**src/rtl/viterbi_pkg.sv**
```systemverilog
// Shared definitions for the rate-1/2 K=3 convolutional encoder/framer.
// Latency: n/a (types, constants and a parity helper only).
// Backpressure: n/a.
package viterbi_pkg;

  localparam int           K         = 3;
  localparam int           PAIRS_DEF = 7;
  localparam logic [K-1:0] G0_DEF    = 3'b111;
  localparam logic [K-1:0] G1_DEF    = 3'b101;

  typedef enum logic {
    IDLE = 1'b0,
    RUN  = 1'b1
  } state_t;

  function automatic logic parity(input logic [K-1:0] v);
    return ^v;
  endfunction

endpackage

```
**src/rtl/conv_enc_framer_if.sv**
```systemverilog
// Info-bit input handshake and serial coded-bit output of the framer.
// Latency: n/a (wiring only).
// Backpressure: din_valid/din_ready on the input; the output has none (fixed-rate stream).
// master: info-bit source and coded-bit sink; slave: the framer itself.
interface conv_enc_framer_if;

  logic din;
  logic din_valid;
  logic din_ready;
  logic x;
  logic x_valid;
  logic frame_start;
  logic err_gap;

  modport master (
    output din, din_valid,
    input  din_ready, x, x_valid, frame_start, err_gap
  );

  modport slave (
    input  din, din_valid,
    output din_ready, x, x_valid, frame_start, err_gap
  );

endinterface

```
**src/rtl/conv_enc_core.sv**
```systemverilog
// K=3 convolutional encoder kernel: selects generator G0/G1, holds {s1,s0}.
// Latency: coded bit is combinational from u and the stored state; state updates on step.
// Backpressure: none; the caller strobes step once per coded pair.
// Ports: clk, rst (async, active-high); u info bit; sel 0=G0 1=G1;
//        step shifts u into the state; clr forces the state to 00 for this cycle and onward.
module conv_enc_core
  import viterbi_pkg::*;
#(
  parameter logic [K-1:0] G0 = G0_DEF,
  parameter logic [K-1:0] G1 = G1_DEF
) (
  input  logic clk,
  input  logic rst,
  input  logic u,
  input  logic sel,
  input  logic step,
  input  logic clr,
  output logic coded
);

  // s_q = {s1, s0}
  logic [1:0] s_q, s_d, s_eff;

  always_comb begin
    // clr takes effect on the bit being computed, not just the next one,
    // so the first bit of a terminated frame already sees state 00.
    s_eff = clr ? 2'b00 : s_q;
    coded = parity((sel ? G1 : G0) & {u, s_eff[0], s_eff[1]});
    s_d   = step ? {s_eff[0], u} : s_eff;
  end

  always_ff @(posedge clk or posedge rst) begin
    if (rst) s_q <= 2'b00;
    else     s_q <= s_d;
  end

endmodule

```
**src/rtl/conv_enc_framer.sv**
```systemverilog
// Collects info bits, encodes them rate-1/2 K=3 and emits 2*PAIRS-bit frames back to back.
// Latency: first coded bit one cycle after the transfer cycle; x/x_valid/frame_start registered.
// Backpressure: din_ready drops once a full frame of info bits is buffered, until it is transferred.
// Ports: clk, rst (async, active-high); bus (slave): din/din_valid/din_ready in,
//        x/x_valid/frame_start/err_gap out.
// Build option ZERO_TAIL_EN: PAIRS-2 info bits plus 2 zero tail bits, state cleared per frame.
module conv_enc_framer
  import viterbi_pkg::*;
#(
  parameter int           PAIRS = PAIRS_DEF,
  parameter logic [K-1:0] G0    = G0_DEF,
  parameter logic [K-1:0] G1    = G1_DEF
) (
  input  logic             clk,
  input  logic             rst,
  conv_enc_framer_if.slave bus
);

`ifdef ZERO_TAIL_EN
  localparam int   NINFO = PAIRS - 2;
  localparam logic ZT    = 1'b1;
`else
  localparam int   NINFO = PAIRS;
  localparam logic ZT    = 1'b0;
`endif

  localparam int              ICW     = $clog2(NINFO + 1);
  localparam int              BCW     = $clog2(2 * PAIRS);
  localparam logic [ICW-1:0]  IC_FULL = ICW'(NINFO);
  localparam logic [BCW-1:0]  BC_LAST = BCW'(2 * PAIRS - 1);
  localparam logic [BCW-1:0]  NINFO_B = BCW'(NINFO);

  state_t           state_q, state_d;
  logic [ICW-1:0]   ic_q, ic_d;
  logic [BCW-1:0]   bc_q, bc_d;
  logic [NINFO-1:0] info_q, info_d;
  logic [NINFO-1:0] frm_q, frm_d;
  logic             x_q, x_d;
  logic             x_valid_q, x_valid_d;
  logic             fs_q, fs_d;
  logic             err_q, err_d;

  logic           last, transfer, accept, emit, u, coded;
  logic [BCW-1:0] nb;

  // Select the bit that goes out next cycle: bit 0 of the new frame on a
  // transfer, otherwise the successor of the bit currently on x.
  always_comb begin
    last     = (state_q == RUN) && (bc_q == BC_LAST);
    transfer = (ic_q == IC_FULL) && ((state_q == IDLE) || last);
    accept   = bus.din_valid && (ic_q != IC_FULL);
    emit     = 1'b0;
    nb       = '0;
    u        = 1'b0;
    if (transfer) begin
      emit = 1'b1;
      u    = info_q[0];
    end else if ((state_q == RUN) && !last) begin
      emit = 1'b1;
      nb   = bc_q + BCW'(1);
      // Pairs past the info bits are the zero tail.
      if ({1'b0, nb[BCW-1:1]} < NINFO_B) u = frm_q[nb[BCW-1:1]];
    end
  end

  conv_enc_core #(.G0(G0), .G1(G1)) u_core (
    .clk   (clk),
    .rst   (rst),
    .u     (u),
    .sel   (nb[0]),
    .step  (emit & nb[0]),
    .clr   (transfer & ZT),
    .coded (coded)
  );

  always_comb begin
    state_d   = state_q;
    ic_d      = ic_q;
    bc_d      = bc_q;
    info_d    = info_q;
    frm_d     = frm_q;
    err_d     = err_q;
    x_d       = emit & coded;
    x_valid_d = emit;
    fs_d      = transfer;
    if (accept) begin
      // First accepted bit ends up in bit 0, which is encoded first.
      info_d = {bus.din, info_q[NINFO-1:1]};
      ic_d   = ic_q + ICW'(1);
    end
    if (transfer) begin
      frm_d   = info_q;
      ic_d    = '0;
      bc_d    = '0;
      state_d = RUN;
    end else if (state_q == RUN) begin
      if (last) begin
        state_d = IDLE;
        bc_d    = '0;
        err_d   = 1'b1;
      end else begin
        bc_d = nb;
      end
    end
  end

  always_ff @(posedge clk or posedge rst) begin
    if (rst) begin
      state_q   <= IDLE;
      ic_q      <= '0;
      bc_q      <= '0;
      info_q    <= '0;
      frm_q     <= '0;
      x_q       <= 1'b0;
      x_valid_q <= 1'b0;
      fs_q      <= 1'b0;
      err_q     <= 1'b0;
    end else begin
      state_q   <= state_d;
      ic_q      <= ic_d;
      bc_q      <= bc_d;
      info_q    <= info_d;
      frm_q     <= frm_d;
      x_q       <= x_d;
      x_valid_q <= x_valid_d;
      fs_q      <= fs_d;
      err_q     <= err_d;
    end
  end

  assign bus.din_ready   = (ic_q != IC_FULL);
  assign bus.x           = x_q;
  assign bus.x_valid     = x_valid_q;
  assign bus.frame_start = fs_q;
  assign bus.err_gap     = err_q;

endmodule
```
**src/flat_wrapper.sv**
```systemverilog
// flat-port wrapper written by rule: the top's interface ports become plain ports
module conv_enc_framer_flat import viterbi_pkg::*;
#(
  parameter int           PAIRS = PAIRS_DEF,
  parameter logic [K-1:0] G0    = G0_DEF,
  parameter logic [K-1:0] G1    = G1_DEF
)
  (clk, rst, bus_din, bus_din_valid, bus_din_ready, bus_x, bus_x_valid, bus_frame_start, bus_err_gap);
  conv_enc_framer_if bus_i ();
  input  logic clk;
  input  logic rst;
  input wire logic [$bits(bus_i.din)-1:0] bus_din;
  input wire logic [$bits(bus_i.din_valid)-1:0] bus_din_valid;
  output wire logic [$bits(bus_i.din_ready)-1:0] bus_din_ready;
  output wire logic [$bits(bus_i.x)-1:0] bus_x;
  output wire logic [$bits(bus_i.x_valid)-1:0] bus_x_valid;
  output wire logic [$bits(bus_i.frame_start)-1:0] bus_frame_start;
  output wire logic [$bits(bus_i.err_gap)-1:0] bus_err_gap;
  assign bus_i.din = bus_din;
  assign bus_i.din_valid = bus_din_valid;
  assign bus_din_ready = bus_i.din_ready;
  assign bus_x = bus_i.x;
  assign bus_x_valid = bus_i.x_valid;
  assign bus_frame_start = bus_i.frame_start;
  assign bus_err_gap = bus_i.err_gap;
  conv_enc_framer #(.PAIRS(PAIRS), .G0(G0), .G1(G1)) u_core (.clk(clk), .rst(rst), .bus(bus_i));
endmodule
```
**config.mk**
```make
export PLATFORM = sky130hd
export DESIGN_NAME = conv_enc_framer_flat
export DESIGN_NICKNAME = d
export VERILOG_FILES = /design/src/rtl/viterbi_pkg.sv /design/src/rtl/conv_enc_framer_if.sv /design/src/rtl/conv_enc_core.sv /design/src/rtl/conv_enc_framer.sv /design/src/flat_wrapper.sv
export SDC_FILE = /design/constraint.sdc
export NUM_CORES = 1
export LEC_CHECK = 0
export ABC_AREA = 1
export CAP_MARGIN = 25
export CORE_MARGIN = 2
export CORE_UTILIZATION = 28
export DETAILED_ROUTE_END_ITERATION = 8
export PLACE_DENSITY_LB_ADDON = 0.2
export SYNTH_ARGS = -nofsm -noshare
export SYNTH_HDL_FRONTEND = slang
export SYNTH_SLANG_ARGS = --single-unit
```
**constraint.sdc**
```tcl
create_clock -name clk -period 4.4 [get_ports clk]
set_input_delay 0.88 -clock clk [delete_from_list [all_inputs] [get_ports clk]]
set_output_delay 0.88 -clock clk [all_outputs]
set_load 0.005 [all_outputs]
```
* After elaboration in Yosys (flattened, before gate mapping)
Index checks and enable logic that the tools add are counted.
** Word-level totals
- Flip-flop bits (word level) :: 28
- Bits in latches :: 0
- Bits in writable memories :: 0
- ROM bits :: 0
- Input bits :: 4
- Output and inout bits :: 5
- Word-level logic and storage cells :: 50
- Memories kept :: 0
** Cells by class
- Add/subtract/negate cells :: 2
- Multipliers :: 0
- Divide/modulo/power cells :: 0
- Order comparisons :: 2
- Equality and inequality tests :: 3
- Shift operators :: 0
- Muxes and demuxes :: 18
- Bitwise operators :: 5
- Reduce and logical (&&, ||, !) cells :: 10
** Operator list (count)
- 4-bit 2-to-1 mux :: 5
- 1-bit 2-to-1 mux :: 9
- 3-bit 2-to-1 mux :: 2
- 4-bit by 1-bit adder with 4-bit output (second input constant) :: 1
- 4-bit == test (second input constant) :: 1
- 1-bit logical AND :: 4
- 3-bit by 4-bit less-than comparator with 1-bit output (second input constant) :: 1
- 2-bit nonzero test :: 2
- 3-bit by 1-bit adder with 3-bit output (second input constant) :: 1
- 3-bit AND :: 1
- 1-bit binary-select mux with 3-bit select :: 1
- 3-bit == test (second input constant) :: 1
- 3-bit less-than comparator (second input constant) :: 1
- 3-bit inequality test (second input constant) :: 1
- 3-bit AND reduction :: 1
- 3-bit parity :: 1
- 1-bit AND :: 2
- 2-bit 2-to-1 mux :: 1
- 1-bit NOT :: 2
- 1-bit zero test :: 1
- 1-bit logical OR :: 1

* Logic depth before layout (Yosys ltp)
Gate-level depths: netlist of the first run.
- Depth in word-level cells :: 10
- Gate-level depth with buffers :: 13
- Mapped depth without buffers :: 13

* Cells and area by module
From an unflattened synthesis of the first run, not the netlist that was laid out.
** Unflattened totals
- Cell total of the unflattened synthesis :: 160
- Area, all modules :: 1328.8 µm²
** By module, submodules not included
- conv_enc_framer :: instances 1, cells an instance 138, area an instance 1183.6 µm², sequential area each 625.6 µm²
- conv_enc_core :: instances 1, cells an instance 22, area an instance 145.1 µm², sequential area each 50.0 µm²

* Worst setup path after synthesis of the first run
Ideal clock, no wire load.
- Kind :: reg-to-output
- Start :: reg u_core.ic_q[0]
- End :: out bus_din_ready
- Data arrival time :: 0.954 ns
- Data required time :: 3.520 ns
- Slack :: 2.566 ns
- Cell stages (with the launch flop) :: 4
- Buffers on the path :: 0
- Path through :: dfrtp_1 -> ha_1 -> ha_1 -> inv_1
** On the way
- Word-level cells in the longest chain between the ends :: 1
** RTL lines
- start, declared :: line conv_enc_framer.sv:34 : logic [ICW-1:0] ic_q, ic_d;
- start signal, assigned :: line conv_enc_framer.sv:120 : ic_q <= ic_d;
- 3-bit inequality test :: line conv_enc_framer.sv:131 : assign bus.din_ready = (ic_q != IC_FULL);
- end, declared :: line flat_wrapper.sv:14 : output wire logic [$bits(bus_i.din_ready)-1:0] bus_din_ready;
Every way passes these cells.

* Worst setup path in the final report of the first run
Ends and elaborated chain as after synthesis.

==> flow_summary.ini, run 1 <==
[yosys]
synth_area_per_cell_um2 = 8.78
synth_area_leaders = dfrtp_1 (52%), nand2_1 (17%), inv_1 (5.8%)
synth_cell_types = 22
netlist_area_um2 = 1290
synthCells = 147
syn_nets = 155
synth_xor_xnor_area_share_pct = 0
synth_top_family_by_area = simple AND/OR/NAND/NOR gates
synthMuxAreaShare_pct = 2.33
yosysTopAreaCell = dfrtp_1
synth_adder_area_share_pct = 3.88
seq_area_frac_synth_pct = 52.3
synth_compound_area_share_pct = 6.69
yosys_warnings = 0
post-synth-top-area-fraction_pct = 52.3
synth_simple_gate_area_share_pct = 27.4
ys_ff_latch = 27

[clock_tree]
path_clk_slew_ns = 0.09
post_cts_buffers = 0
numCtsBuffers = 3
cts_max_path_buffers = 2
post_cts_resize_count = 0
htreeDepth = 1
cts.sinks = 27
clock_latency_ns = 0.27
cts_tree = yes
cts_hold_buf = 0
root_buffer = clkbuf_8

[power]
p_int_w = 0.000638
power_leakage_nw = 0.777
peakVddDrop_mv = 0.223
p_seq_share_pct = 39.5
powerDensity_nw_per_um2 = 714
power_switching_share_pct = 40.5
p_comb_share_pct = 47.5
clockPowerShare_pct = 13.0
switching_power_w = 0.000435

[die]
initial_utilization_pct = 29.5
rows = 24
die_x_um = 71.9
io_pins = 9
die_area_um2 = 5170
coreArea_um2 = 4380
die_height_um = 71.9

[timing]
finalSetupTns_ns = 0
rsz0062_at_grt = false
final.setup_skew_ns = 0.00232
period_minus_slack_ns = 2.73
hold_violations = 0
maxSlewViolCount = 0
setup_viol_count_final = 0
slew-limit-headroom_pct = 61.0
worstMarginPinSlew_ns = 0.584
fmax_mhz = 366
fin_ws_ns = 1.67
period_share_pct = 62.1

[global_routing]
grt_use_met1_pct = 12.2
top_usage_layer = met2
grt_overflow_total = 0
grt_pass1_vias = 956
grt_max_degree = 16
grt_usage_pct = 10.0
antenna_found_initial = 0
grt_use_met3_pct = 1.67
grt_pass1_wl_um = 4130
met2_usage_pct = 17.8

[setup_path]
required_ns = 3.52
critPathTopFamily = buffers and inverters
path_cells = ha_1 -> ha_1 -> inv_1 -> clkdlybuf4s50_1
worstPathArrival_ns = 1.85
worstSetupPathType = register to output port
critical_path.startpoint_type = register
crit_top_cell = ha_1
cp-end-kind = output port
path_max_fanout = 4
crit_path_top_delay_cell = clkdlybuf4s50_1
cp_slowest_stage_delay_ns = 0.56
crit_buf_inv = 2

[drt]
avgRoutedWirePerCell_um = 10.4
vias = 919
drt-vias-per-instance = 4.36
drc_errors = 0
drt_first_iter_violations = 44
drt_pass1_iterations = 4
totalWireLength_um = 2200
ant_nets = 0

[finish]
fin_util_pct = 34.2
num_antenna_cells = 0
final_layout_size_suffix_gt1_share_pct = 10.7
fin_nets = 168
area_delta_synth_final_pct = 16.3

[job]
maxCapViolations = 0

[placement]
hpwl_um = 1750
dp_slack_ns = 1.95
port_buffers = 8
gp_congestion = 0.714

[status]
status = complete, no violations

[hold_path]
hp-class = register to register
[per-stage QoR]
| stage | hold slack [ns] | cell area [um^2] | power [W] | instances |
|---|---|---|---|---|
| CTS | 0.497 | 1500 | 0.00109 | 211 |
| floorplan | 0.449 | 1290 | 0.000817 | 147 |
| finish | 0.491 | 1500 | 0.00107 | 211 |
| detailed placement | 0.474 | 1460 | 0.000952 | 207 |
| global route | 0.518 | 1500 | 0.00121 | 211 |
| global placement | 0.461 | 1430 | 0.000933 | 206 |
[state kept, by name, summed over array words and instances (netlist names)]
name                    cells
u_core.bus.frame_start      1
u_core.frm_q                7
u_core.u_core.s_q           2
u_core.bus.err_gap          1
u_core.bc_q                 4
u_core.state_q              1
u_core.info_q               7
u_core.ic_q                 3
u_core.bus.x                1
[cells in the final DEF (no fill, tap or decap)]
cell type        count
nand2_8              1
nand2_1             57
nand4_1              1
clkbuf_1             1
clkdlybuf4s50_1      8
o21ai_0             10
or2_2                1
dfrtp_1             27
clkbuf_8             3
nor2_1               3
o21bai_1             1
inv_2                1
a21oi_1              2
nand2_4              2
ha_1                 4
inv_6                1
nand3_2              1
o22ai_1              3
buf_16               1
nand2_2              2
inv_1               20
mux2_4               2
nor2_2               1
nor2_8               1
nand3_1              5
[power groups by stage]
stage	combinational, W	clock, W	sequential [W]
CTS	0.000524	0.000144	0.000425
floorplan	0.000403	0	0.000415
global placement	0.000507	0	0.000426
detailed placement	0.000522	0	0.000430
global route	0.000608	0.000158	0.000442
finish	0.000509	0.000139	0.000424
[path summary, 6_finish.rpt]
path / from / end / slack (ns) / depth (start not counted)
max: u_core.ic_q[0] / bus_din_ready / 1.67 / 4
min: u_core.bus.err_gap / u_core.bus.err_gap / 0.49 / 1
max reg2reg: u_core.ic_q[0] / u_core.ic_q[1] / 2.63 / 6
min reg2reg: u_core.bus.err_gap / u_core.bus.err_gap / 0.49 / 1
max in group asynchronous: rst / u_core.frm_q[1] / 2.97 / 3
min in group asynchronous: rst / u_core.bus.x / 0.96 / 2
[cell type report]
cell class | instances | area [um^2]
repair buffers | 9 | 108
clock buffers | 4 | 45.0
flip-flops and latches | 27 | 676
well taps | 52 | 65.1
fillers | 455 | 2880
inverters | 22 | 87.6
multi-input cells | 97 | 520
[metal layers]
layer / part of all wire, % / up-vias
met5: 0 / -
met4: 0.86 / 0
met3: 1.6 / 2
met2: 49 / 5
met1: 48 / 433
li1: - / 479
[cells by family after synthesis]
group                      count (synthesis)
AOI/OAI and AO/OA                         16
adders and majority gates                  4
buffers and inverters                     23
DFF                                       27
muxes                                      2
and+or+nand+nor                           75
[cells in the mapped netlist (all sizes together)]
cell	instances
nand3	6
nor2	5
nand2	62
mux2	2
inv	22
o21bai	1
nand4	1
a21oi	2
or2	1
o21ai	10
dfrtp	27
o22ai	3
buf	1
ha	4
(Power assumes the default switching activity.)
==> run 2: changes to the inputs <==
==> constraint.sdc (replaced) <==
create_clock -name clk -period 2.65 [get_ports clk]
set_input_delay 0.53 -clock clk [delete_from_list [all_inputs] [get_ports clk]]
set_output_delay 0.53 -clock clk [all_outputs]
set_load 0.005 [all_outputs]
==> run 2 against run 1 <==
Compared with the run above: worst hold slack worse by 0.0047 ns; clock skew about the same; cell count did not move; clock power increased by 65%; critical endpoint unchanged.
==> flow_summary.ini, run 2 (synthesis gave the netlist of run 1 again) <==
[status]
status = complete, no violations

[hold_path]
hp-class = register to register
hp-start = u_core.ic_q[0]

[drt]
drt_first_iter_violations = 30
drc_errors = 0
drt_pass1_iterations = 4
avgRoutedWirePerCell_um = 10.4
vias = 934
drt-vias-per-instance = 4.43
ant_nets = 0
totalWireLength_um = 2200

[placement]
hpwl_um = 1680
port_buffers = 8
dp_cells = 207
gp_congestion = 0.727

[setup_path]
crit_start = u_core.ic_q[0]
worstSetupPathType = register to output port
timing.rr.start = u_core.ic_q[0]
worstReg2RegEnd = u_core.ic_q[1]
required_ns = 2.12
reg2regPathDepth = 6
worstPathArrival_ns = 1.86
crit_end = bus_din_ready
r2r_slack_ns = 0.88
path_max_fanout = 4
critical_path.startpoint_type = register
cp-end-kind = output port

[global_routing]
grt_pass1_wl_um = 4080
grt_usage_pct = 9.97
grt_max_degree = 28
antenna_found_initial = 0
grt_pass1_vias = 965
grt_overflow_total = 0

[timing]
finalSetupTns_ns = 0
final.setup_skew_ns = 0.00253
setup_viol_count_final = 0
hold_violations = 0
worstMarginPinSlew_ns = 0.343
rsz0062_at_grt = false
fmax_mhz = 419
maxSlewViolCount = 0
slew-limit-headroom_pct = 77.1
period_share_pct = 90.1
period_minus_slack_ns = 2.39
hold_slack_ns = 0.486

[job]
maxCapViolations = 0

[power]
p_comb_share_pct = 47.3
power_leakage_nw = 0.769
p_int_w = 0.00106
peakVddDrop_mv = 0.391
p_total_w = 0.00178
powerDensity_nw_per_um2 = 1200
clockPowerShare_pct = 12.9
p_seq_share_pct = 39.8
switching_power_w = 0.000724
power_switching_share_pct = 40.6

[die]
rows = 24
die_height_um = 71.9
die_x_um = 71.9
coreArea_um2 = 4380
io_pins = 9
initial_utilization_pct = 29.5
die_area_um2 = 5170

[clock_tree]
post_cts_resize_count = 0
numCtsBuffers = 3
cts.sinks = 27
post_cts_buffers = 0
htreeDepth = 1
path_clk_slew_ns = 0.09
cts_max_path_buffers = 2
root_buffer = clkbuf_8
clock_latency_ns = 0.27
cts_tree = yes
cts_hold_buf = 0

[finish]
fin_util_pct = 33.8
final_cell_mix = nand2_1 (57), dfrtp_1 (27), inv_1 (20)
layout_commonest_cell = nand2_1
finalNonFillerCells = 211
top_regs = u_core.frm_q: 7 flops, u_core.info_q: 7 flops, u_core.bc_q: 4 flops
num_antenna_cells = 0
fin_nets = 168
area_delta_synth_final_pct = 14.7
final_layout_size_suffix_gt1_share_pct = 10.7
[run 2: power by group through the flow]
stage,Combinational [W],Sequential [W],Clock (W)
2_1_floorplan,0.000668,0.000688,0
3_3_place_gp,0.000845,0.000707,0
3_5_place_dp,0.000864,0.000718,0
4_1_cts,0.000866,0.000711,0.000243
5_1_grt,0.000996,0.000734,0.000263
6_report,0.000842,0.000709,0.000230
[run 2: worst min path at each step]
stage / end / slack, ns / cells past startpoint
floorplan: u_core.info_q[0] / 0.45 / 2
global placement: u_core.ic_q[0] / 0.46 / 1
detailed placement: u_core.ic_q[0] / 0.48 / 1
CTS: u_core.ic_q[0] / 0.49 / 1
global route: u_core.ic_q[0] / 0.50 / 1
finish: u_core.ic_q[0] / 0.49 / 1
[run 2: per-stage QoR]
stage / worst slack [ns] / cell area (um^2)
2_1_floorplan: 1.00 / 1290
6_report: 0.261 / 1480
3_3_place_gp: 0.594 / 1440
4_1_cts: 0.234 / 1480
3_5_place_dp: 0.552 / 1440
5_1_grt: 0.161 / 1480
[run 2: worst max-delay path, stage by stage (launching register included)]
cell and delay [ns]:
dfrtp_1 0.41, ha_1 0.20, ha_1 0.21, inv_1 0.22, clkdlybuf4s50_1 0.56
[run 2: area by class of cell]
| type | instances | area (um^2) |
|---|---|---|
| clock buffers | 4 | 45.0 |
| well taps | 52 | 65.1 |
| inverters | 22 | 87.6 |
| repair buffers | 9 | 87.6 |
| flip-flops and latches | 27 | 676 |
| multi-input cells | 97 | 520 |
| fillers | 458 | 2900 |
[run 2: per-layer routing]
metal  track usage, %  share of wire, %  vias up
met5                0                 0        -
met4             5.03               2.2        0
met3             1.25               1.7        5
met2             17.6                49        8
met1             12.0                47      439
li1                 -                 -      482
